**src/rtl/display_pkg.sv**
```systemverilog
// Shared mode encoding and stored screen images for the display frame mux.
// Images are 16x16; row r is a 16-bit word whose bit c is column c.
package display_pkg;

  typedef enum logic [2:0] {
    MODE_NONE  = 3'd0,
    MODE_GAME  = 3'd1,
    MODE_COVER = 3'd2,
    MODE_START = 3'd3,
    MODE_OVER  = 3'd4,
    MODE_WIN   = 3'd5
  } mode_e;

  localparam int IMG_DIM = 16;

  // Index 0 is the top row, listed first.
  typedef logic [0:IMG_DIM-1][IMG_DIM-1:0] img_t;

  localparam img_t COVER_IMG = {
    16'hffff, 16'hffff, 16'h0003, 16'h0003, 16'h3ffb, 16'h3ffb, 16'h300b, 16'h37eb,
    16'h37eb, 16'h300b, 16'h3ffb, 16'h3ffb, 16'h0003, 16'h0003, 16'hffff, 16'hffff
  };

  localparam img_t START_IMG = {
    16'h0000, 16'h0000, 16'h1c3c, 16'h2242, 16'h2040, 16'h1c3c, 16'h0242, 16'h2242,
    16'h1c3c, 16'h0000, 16'h7ffe, 16'h4002, 16'h4002, 16'h7ffe, 16'h0000, 16'h0000
  };

  localparam img_t OVER_IMG = {
    16'h0000, 16'h0000, 16'h0000, 16'h3c3c, 16'h4242, 16'h4242, 16'h4242, 16'h3c3c,
    16'h0000, 16'h4242, 16'h2424, 16'h1818, 16'h1818, 16'h2424, 16'h4242, 16'h0000
  };

  localparam img_t WIN_IMG = {
    16'h0000, 16'h0000, 16'h4bd2, 16'h4a52, 16'h4a52, 16'h5a5a, 16'h6666, 16'h4242,
    16'h0000, 16'h0ff0, 16'h1008, 16'h2004, 16'h2004, 16'h1008, 16'h0ff0, 16'h0000
  };

  // Rows past the image and non-image modes read as blank.
  function automatic logic [IMG_DIM-1:0] image_row(input mode_e m, input int r);
    logic [IMG_DIM-1:0] row;
    row = '0;
    if (r >= 0 && r < IMG_DIM) begin
      case (m)
        MODE_COVER: row = COVER_IMG[r[3:0]];
        MODE_START: row = START_IMG[r[3:0]];
        MODE_OVER:  row = OVER_IMG[r[3:0]];
        MODE_WIN:   row = WIN_IMG[r[3:0]];
        default:    row = '0;
      endcase
    end
    return row;
  endfunction

endpackage

```
**src/rtl/display_wipe_ctrl.sv**
```systemverilog
// Row-wipe sequencer: decides which rows get written on each frame tick.
// Outside a wipe every row is refreshed each tick.
module display_wipe_ctrl
  import display_pkg::*;
#(
  parameter int ROWS        = 16,
  parameter int WIPE_EN     = 1,
  parameter int WIPE_FRAMES = 2
) (
  input  logic            clk,
  input  logic            rst_n,
  input  logic            frame_tick,
  input  logic            commit,
  output logic [ROWS-1:0] row_we,
  output logic            wipe_busy
);

  localparam int RW = (ROWS > 1) ? $clog2(ROWS) : 1;
  localparam int FW = $clog2(WIPE_FRAMES + 1);
  localparam logic [FW-1:0] FC_LAST  = FW'(WIPE_FRAMES - 1);
  localparam logic [RW-1:0] ROW_LAST = RW'(ROWS - 1);

  logic [RW-1:0] wipe_row;
  logic [FW-1:0] frame_cnt;

  always_comb begin
    row_we = '1;
    if (commit) begin
      if (WIPE_EN != 0) row_we = ROWS'(1);
    end else if (wipe_busy) begin
      row_we = '0;
      if (frame_cnt == FC_LAST) row_we[wipe_row] = 1'b1;
    end
  end

  always_ff @(posedge clk or negedge rst_n) begin
    if (!rst_n) begin
      wipe_row  <= '0;
      frame_cnt <= '0;
      wipe_busy <= 1'b0;
    end else if (frame_tick) begin
      if (commit) begin
        // A commit mid-wipe restarts the sweep from the top.
        frame_cnt <= '0;
        if (WIPE_EN != 0) begin
          wipe_row  <= RW'(1);
          wipe_busy <= 1'b1;
        end
      end else if (wipe_busy) begin
        if (frame_cnt == FC_LAST) begin
          frame_cnt <= '0;
          if (wipe_row == ROW_LAST) begin
            wipe_row  <= '0;
            wipe_busy <= 1'b0;
          end else begin
            wipe_row <= wipe_row + 1'b1;
          end
        end else begin
          frame_cnt <= frame_cnt + 1'b1;
        end
      end
    end
  end

endmodule

```
**src/rtl/display_frame_mux.sv**
```systemverilog
// Selects live game frame or a stored screen for the LED scan driver,
// switching only on frame ticks with optional row wipe and blink.
module display_frame_mux
  import display_pkg::*;
#(
  parameter int ROWS         = 16,
  parameter int COLS         = 16,
  parameter int WIPE_EN      = 1,
  parameter int WIPE_FRAMES  = 2,
  parameter int BLINK_FRAMES = 16
) (
  input  logic                 clk,
  input  logic                 rst_n,
  input  logic                 frame_tick,
  input  logic                 sel_game,
  input  logic                 sel_cover,
  input  logic                 sel_start,
  input  logic                 sel_over,
  input  logic                 sel_win,
  input  logic                 blink_en,
  input  logic [ROWS*COLS-1:0] game_frame,
  output logic [ROWS*COLS-1:0] led_frame,
  output logic [2:0]           cur_mode,
  output logic                 wipe_busy
);

  localparam int BW = $clog2(BLINK_FRAMES + 1);
  localparam logic [BW-1:0] BC_LAST = BW'(BLINK_FRAMES - 1);

  mode_e                      cur_q;
  mode_e                      req;
  mode_e                      src_mode;
  logic                       commit;
  logic                       blink_act;
  logic                       blank;
  logic [BW-1:0]              blink_cnt;
  logic                       blink_phase;
  logic [ROWS-1:0]            row_we;
  logic [ROWS-1:0][COLS-1:0]  row_src;
  logic [ROWS-1:0][COLS-1:0]  led_q;
  logic [COLS+IMG_DIM-1:0]    img_ext;

  always_comb begin
    req = cur_q;
    if (sel_game)       req = MODE_GAME;
    else if (sel_cover) req = MODE_COVER;
    else if (sel_start) req = MODE_START;
    else if (sel_over)  req = MODE_OVER;
    else if (sel_win)   req = MODE_WIN;
  end

  assign commit    = frame_tick && (req != cur_q);
  // On a commit tick the incoming mode already drives the written rows.
  assign src_mode  = commit ? req : cur_q;
  assign blink_act = blink_en && (cur_q == MODE_OVER || cur_q == MODE_WIN) && !wipe_busy;
  assign blank     = !commit && blink_act && blink_phase;

  display_wipe_ctrl #(
    .ROWS        (ROWS),
    .WIPE_EN     (WIPE_EN),
    .WIPE_FRAMES (WIPE_FRAMES)
  ) u_wipe (
    .clk        (clk),
    .rst_n      (rst_n),
    .frame_tick (frame_tick),
    .commit     (commit),
    .row_we     (row_we),
    .wipe_busy  (wipe_busy)
  );

  // Images are zero-extended/truncated to the matrix width.
  always_comb begin
    row_src = '0;
    img_ext = '0;
    for (int r = 0; r < ROWS; r++) begin
      if (src_mode == MODE_GAME) begin
        row_src[r] = game_frame[r*COLS +: COLS];
      end else begin
        img_ext    = {{COLS{1'b0}}, image_row(src_mode, r)};
        row_src[r] = img_ext[COLS-1:0];
      end
    end
  end

  always_ff @(posedge clk or negedge rst_n) begin
    if (!rst_n) begin
      cur_q       <= MODE_NONE;
      blink_cnt   <= '0;
      blink_phase <= 1'b0;
      led_q       <= '0;
    end else if (frame_tick) begin
      if (commit) begin
        cur_q       <= req;
        blink_cnt   <= '0;
        blink_phase <= 1'b0;
      end else if (blink_act) begin
        if (blink_cnt == BC_LAST) begin
          blink_cnt   <= '0;
          blink_phase <= ~blink_phase;
        end else begin
          blink_cnt <= blink_cnt + 1'b1;
        end
      end else if (!blink_en) begin
        blink_cnt <= '0;
      end
      for (int r = 0; r < ROWS; r++) begin
        if (row_we[r]) led_q[r] <= blank ? '0 : row_src[r];
      end
    end
  end

  assign led_frame = led_q;
  assign cur_mode  = cur_q;

endmodule

```
**config.mk**
```make
export PLATFORM = sky130hd
export DESIGN_NAME = display_frame_mux
export DESIGN_NICKNAME = d
export VERILOG_FILES = /design/src/rtl/display_pkg.sv /design/src/rtl/display_wipe_ctrl.sv /design/src/rtl/display_frame_mux.sv
export SDC_FILE = /design/constraint.sdc
export NUM_CORES = 1
export LEC_CHECK = 0
export BUFFER_PORTS_ARGS = -buffer_cell sky130_fd_sc_hd__buf_2
export CORE_AREA = 2 2 207 209
export CTS_CLUSTER_DIAMETER = 50
export CTS_CLUSTER_SIZE = 25
export DETAILED_ROUTE_END_ITERATION = 6
export DIE_AREA = 0 0 209 211
export GPL_TIMING_DRIVEN = 0
export HOLD_SLACK_MARGIN = 0.02
export SYNTH_ARGS = -nofsm -noshare
export SYNTH_HDL_FRONTEND = slang
export SYNTH_SLANG_ARGS = --single-unit
```
**constraint.sdc**
```tcl
create_clock -name clk -period 2.9 [get_ports clk]
set_input_delay 0.145 -clock clk [delete_from_list [all_inputs] [get_ports clk]]
set_output_delay 0.145 -clock clk [all_outputs]
set_load 0.05 [all_outputs]
```
---- Yosys cells after proc, flatten, opt, wreduce, memory -nomap -nowiden ----
Cells that the tools add are included.
W data, S select, Z words.
word-level totals
  register bits after elaboration ......... 272
  input bits .............................. 265
  output and inout port bits .............. 260
  logic and storage cells ................. 148
operators by class
  add/sub/neg operators ................... 3
  magnitude comparators ................... 2
  eq/ne operators ......................... 12
  mux-type cells .......................... 75
  bitwise gates (word level) .............. 1
  reduce and logical (&&, ||, !) cells .... 33
operator list
  cell                   number
  $mux W16               36
  $pmux W15 S4           9
  $pmux W15 S3           2
  $pmux W16 S3           1
  $reduce_and A2 Y1      18
  $pmux W14 S2           1
  $mux W5                4
  $mux W3                6
  $mux W4                4
  $eq A3 B3 Y1 const B   4
  $mux W1                8
  $reduce_bool A2 Y1     4
  $eq A3 B2 Y1 const B   2
  $logic_and A1 B1 Y1    6
  $mux W2                3
  $reduce_and A3 Y1      2
  $add A5 B1 Y5 const B  1
  $eq A5 B4 Y1 const B   1
  $lt A4 B5 Y1 const B   1
  $add A4 B1 Y4 const B  1
  $demux W1 S4           1
  $eq A4 B4 Y1 const B   1
  $ge A4 B1 Y1 const B   1
  $eq A3 B1 Y1 const B   1
  7 further kinds        8

---- Depth between registers and ports, before layout ----
  depth after elaboration ................. 12
  gate-level depth with buffers ........... 10

---- Modules after synthesis ----
A second synthesis with hierarchy kept.
unflattened totals
  cell total of the unflattened synthesis .. 1360
  area, all modules ....................... 12579.6 µm²
modules (own cells, without submodules)
  module             instances  cells an instance  area each (µm²)
  display_frame_mux  1          1277               11935.2
  display_wipe_ctrl  1          83                 644.4

---- Least setup slack after synthesis ----
Ideal clock, no wire load.
  kind .................................... reg2reg
  from .................................... register cur_q[0] (netlist: cur_mode[0])
  to ...................................... register led_q (netlist bit led_frame[113])
  arrival time ............................ 2.352 ns
  data required time ...................... 2.779 ns
  slack ................................... 0.427 ns
  cell stages (with the launch flop) ...... 9
  cell sequence ........................... dfrtp_1 > buf_4 > nor4b_1 > nor2_1 > o211ai_1 > buf_4 > nand4_2 > buf_2 > a22o_1
on the way
  longest elaborated chain between the ends .. 12
ends and longest elaborated chain
  item                                          RTL line                  text
  start: declaration                            display_frame_mux.sv:30   mode_e cur_q;
  start signal: assignment                      display_frame_mux.sv:93   cur_q <= req;
  $mux W3                                       display_frame_mux.sv:49   else if (sel_win) req = MODE_WIN;
  $mux W3                                       display_frame_mux.sv:48   else if (sel_over) req = MODE_OVER;
  $mux W3                                       display_frame_mux.sv:47   else if (sel_start) req = MODE_START;
  $mux W3                                       display_frame_mux.sv:46   else if (sel_cover) req = MODE_COVER;
  $mux W3                                       display_frame_mux.sv:45   if (sel_game) req = MODE_GAME;
  $ne A3 B3 Y1                                  display_frame_mux.sv:52   assign commit = frame_tick && (req != cur_q);
  $logic_and A1 B1 Y1                           display_frame_mux.sv:52
  $mux W3                                       n/a
  $eq A3 B3 Y1 or $eq A3 B2 Y1 (tied branches)  display_pkg.sv:44         case (m)
  $pmux W15 S4                                  display_pkg.sv:44
  $mux W16                                      display_frame_mux.sv:76   if (src_mode == MODE_GAME) begin
  $mux W16                                      display_frame_mux.sv:107  if (row_we[r]) led_q[r] <= blank ? '0 : row_src[r];
  end signal: indexed assignment                display_frame_mux.sv:107
  end: declaration                              display_frame_mux.sv:40   logic [ROWS-1:0][COLS-1:0] led_q;
Several ways; a longest one is shown, not always the timed one.
A chain may end at the register's enable or synchronous reset.

---- Worst setup path in the final report ----
  from .................................... register cur_q[0] (netlist: cur_mode[0])
  to ...................................... register led_q (netlist bit led_frame[249])
on the way
  longest elaborated chain between the ends .. 12
ends and longest elaborated chain
  item                 RTL line
  $mux W3              display_frame_mux.sv:49
  $mux W3              display_frame_mux.sv:48
  $mux W3              display_frame_mux.sv:47
  $mux W3              display_frame_mux.sv:46
  $mux W3              display_frame_mux.sv:45
  $ne A3 B3 Y1         display_frame_mux.sv:52
  $logic_and A1 B1 Y1  display_frame_mux.sv:52
  $mux W3              n/a
  $eq A3 B2 Y1         display_pkg.sv:44
  $mux W16             display_pkg.sv:44
  $mux W16             display_frame_mux.sv:76
  $mux W16             display_frame_mux.sv:107
Several ways; a longest one is shown, not always the timed one.

==> results.txt <==
----------------------------------------------------
[Detailed routing]
  Antenna-violating nets left ... 0
  Initial DRT Pass Iterations ... 7
  Drt first-iter violations ... 1181
  Per-cell via count in the routed design ... 5.05
  Wirelength, routed ... 56100 µm
  DR vias ... 13774
  Final routed DRC violation total ... 0
  WL/cell ... 20.5 µm

[CTS]
  TritonCTS clock tree ... done
  Clock transition at path regs ... 0.06 ns
  Buffer type at the clock tree root ... sky130_fd_sc_hd__clkbuf_16
  Max H-tree Level ... 2
  Number of sinks on the clock net ... 272
  Total CTS buffers ... 34
  Maximum clock path buffer count ... 3
  Clock latency on the worst-skew pair ... 0.54 ns

[Synthesis]
  Number of synthesized flops with an enable pin ... 0
  Yosys warning count ... 0
  Number of library cell types mapped by synthesis ... 63
  Share of flip-flops with an asynchronous set or reset after synthesis ... 100%
  Top_reg_cell synth ... sky130_fd_sc_hd__dfrtp_1
  Netlist area before placement ... 0.0123 mm²
  Gate count of the mapped netlist ... 1335
  Net count after synthesis ... 1605
  Per-instance average area after synthesis ... 9.24 µm²
  Proportion of synthesized chip area in sequential cells ... 55.2%
  Number of synthesized register bits ... 272

[Global routing]
  GRT Total Usage ... 24.7%
  Number of antenna violations at the first check in global routing ... 9
  Maximum number of pins on one net before global-route repair ... 83
  Global route total overflow ... 0
  Wire length of the first global-routing pass ... 83600 µm
  Via count of the first global-routing pass ... 13905

[Timing]
  Final Hold Vio Count ... 0
  Final setup vio count ... 0
  Number of max-slew violations in the final report ... 0
  Final worst-path cycle share ... 92.8%
  Max frequency ... 371 MHz
  Post-route minimum period ... 2.69 ns
  Final clock skew ... 0.0210 ns
  Final worst-path setup slack ... 0.208 ns
  Unrepaired setup endpoints after global routing ... false
  Max transition margin ... 35.6%
  Tightest Pin Transition ... 0.964 ns

[Floorplan]
  Die width ... 209 µm
  Total I/O pin count ... 525
  Vertical die dimension ... 211 µm
  Die Outline Area ... 0.0441 mm²
  Initial standard-cell utilization of the core ... 29.5%
  Number of standard-cell rows in the floorplan ... 75
  Placeable core region ... 0.0418 mm²

[Setup path]
  CP Max Fanout ... 10
  Cell-by-cell listing of the critical path ... buf_4 > o21ba_2 > o2111ai_1 > a31o_2 > buf_4 > buf_4 > clkbuf_1 > o21ai_0 > o21ai_0
  Cell family contributing the most delay on the critical path ... buffers and inverters
  Number of buffers and inverters on the critical path ... 4
  Arrival time worst endpoint ... 3.14 ns
  Critical Path Sink Type ... flop
  CP Data Required Time ... 3.35 ns
  Critical path's slowest cell ... sky130_fd_sc_hd__dfrtp_1
  Startpoint type of the worst setup path ... flop
  Worst path most repeated cell ... sky130_fd_sc_hd__buf_4
  Worst Path Class, Setup ... flop to flop
  Delay contributed by the slowest stage of the critical path ... 0.42 ns

[Finish]
  Relative area change from synthesis to final layout ... 58.7%
  Leading cell types in the layout, fill and taps excluded ... 547 x sky130_fd_sc_hd__buf_2, 298 x sky130_fd_sc_hd__o21ai_0, 271 x sky130_fd_sc_hd__dfrtp_1
  Layout Utilization ... 46.9%
  Area of combinational cells with multiple inputs ... 0.00498 mm²
  Flip-flop and latch area ... 0.00681 mm²
  Commonest non-fill, non-tap cell in the layout ... sky130_fd_sc_hd__buf_2
  Layout net count ... 2426
  Number of fill cells ... 3926
  Share of cells above drive strength 1 ... 30.4%

[Worst hold path]
  Class of the worst hold path ... primary input to flop

[Power]
  Static leakage power ... 9.71 nW
  VDD IR-drop max ... 0.000377 V
  Power density over the cells ... 656 mW/mm²

[Place]
  HPWL reported at the end of detailed placement ... 40300 µm
  Placer Congestion ... 0.938
  Port Buffer Count ... 524
  Post-place setup slack ... -0.205 ns

[Run]
  MaxCap Viol Count ... 0

[Run status]
  Result of the run ... complete, no violations

----------------------------------------------------
[per-stage QoR]
stage                     cell area (µm²)  power [mW]  hold WS (ns)  TNS (ns)  instances
after floorplan                     12300        6.82        -0.151         0       1335
after global placement              15600        7.99         0.382   -983.36       2398
after detailed placement            15700        8.05        0.0720     -5.14       2401
after CTS                           19500        12.9        0.0262         0       2717
after global routing                19600        13.3        0.0306         0       2728
final                               19600        12.8        0.0454         0       2729
[layout make-up]
cell class,instances,area share [%]
antenna,9,0.115
buffer,109,2.60
clock buffer,42,4.66
clock inverter,19,1.37
inverter,28,0.537
multi-input combinational,926,25.5
sequential,272,34.8
tap,539,3.45
timing repair buffer,785,27.0
[kinds of logic (layout without fill, tap and decap cells)]
group,Yosys count,after routing,share of synthesized area (%)
compound gates,498,498,25.1
simple gates,421,421,14.2
flops,272,272,55.2
buf+inv,137,983,4.89
fa+ha+maj,5,5,0.507
xor+xnor,1,1,0.0711
mux,1,1,0.0913
other cells,0,9,0
[worst paths after layout]
path                                     start             end  slack (ns)  cells past startpoint
worst max-delay path               cur_mode[0]  led_frame[249]        0.21                      9
worst min-delay path            game_frame[46]   led_frame[46]        0.05                      4
worst max register to register     cur_mode[0]  led_frame[249]        0.21                      9
worst min register to register  led_frame[198]  led_frame[198]        0.47                      2
max in group asynchronous                rst_n  led_frame[245]        1.69                      4
min in group asynchronous                rst_n  led_frame[137]        0.11                      2
[worst register-to-register path: cells and delay by family (launching register included)]
| family | cells | cell delay [ns] |
|---|---|---|
| DFF | 1 | 0.42 |
| AOI/OAI and AO/OA | 5 | 1.08 |
| buffers and inverters | 4 | 1.11 |
[what timing repair did]
| item | 4_1_cts | 5_1_grt |
|---|---|---|
| cloned | 0 | 0 |
| endpoints found under the setup margin | 62 | 182 |
| buffers inserted | 2 | 3 |
| hold buffers | 253 | 0 |
| hold endpoints to repair | 454 | 0 |
| resized for setup | 9 | 9 |
| pin swaps | 1 | 2 |
[cells in the mapped netlist, drive strengths merged (3+ instances only)]
cell type	instances	share of area, %
o21ai	314	13
dfrtp	272	55
nand2	220	6.7
nor2	150	4.6
a22o	75	5.3
clkbuf	70	2.1
a21oi	39	1.6
buf	39	1.9
inv	28	0.85
nand4	17	1.1
o211ai	16	0.97
o41ai	12	0.85
o31ai	9	0.59
nand3	8	0.32
nor3	6	0.38
ha	5	0.51
a2bb2oi	4	0.33
nor2b	4	0.20
a211oi	3	0.30
a31oi	3	0.15
a32o	3	0.24
or2	3	0.15
[power by group]
group / switching (mW) / leakage (nW) / internal, mW / total, mW
Combinational: 2.81 / 5.49 / 1.06 / 3.87
Clock: 1.78 / 0.566 / 2.72 / 4.50
Sequential: 0.252 / 3.65 / 4.21 / 4.46
Total: 4.85 / 9.71 / 7.99 / 12.8
[state kept, by name (all words and copies together) (netlist names)]
name              count
cur_mode              3
u_wipe.wipe_row       4
blink_phase           1
u_wipe.frame_cnt      2
blink_cnt             5
u_wipe.wipe_busy      1
led_frame           256
[layer usage]
metal	track usage, %	wire [µm]
met5	0	12
met2	41.7	27200
met3	5.50	3800
met4	11.1	2420
met1	30.2	22700
(Power assumes the default switching activity.)
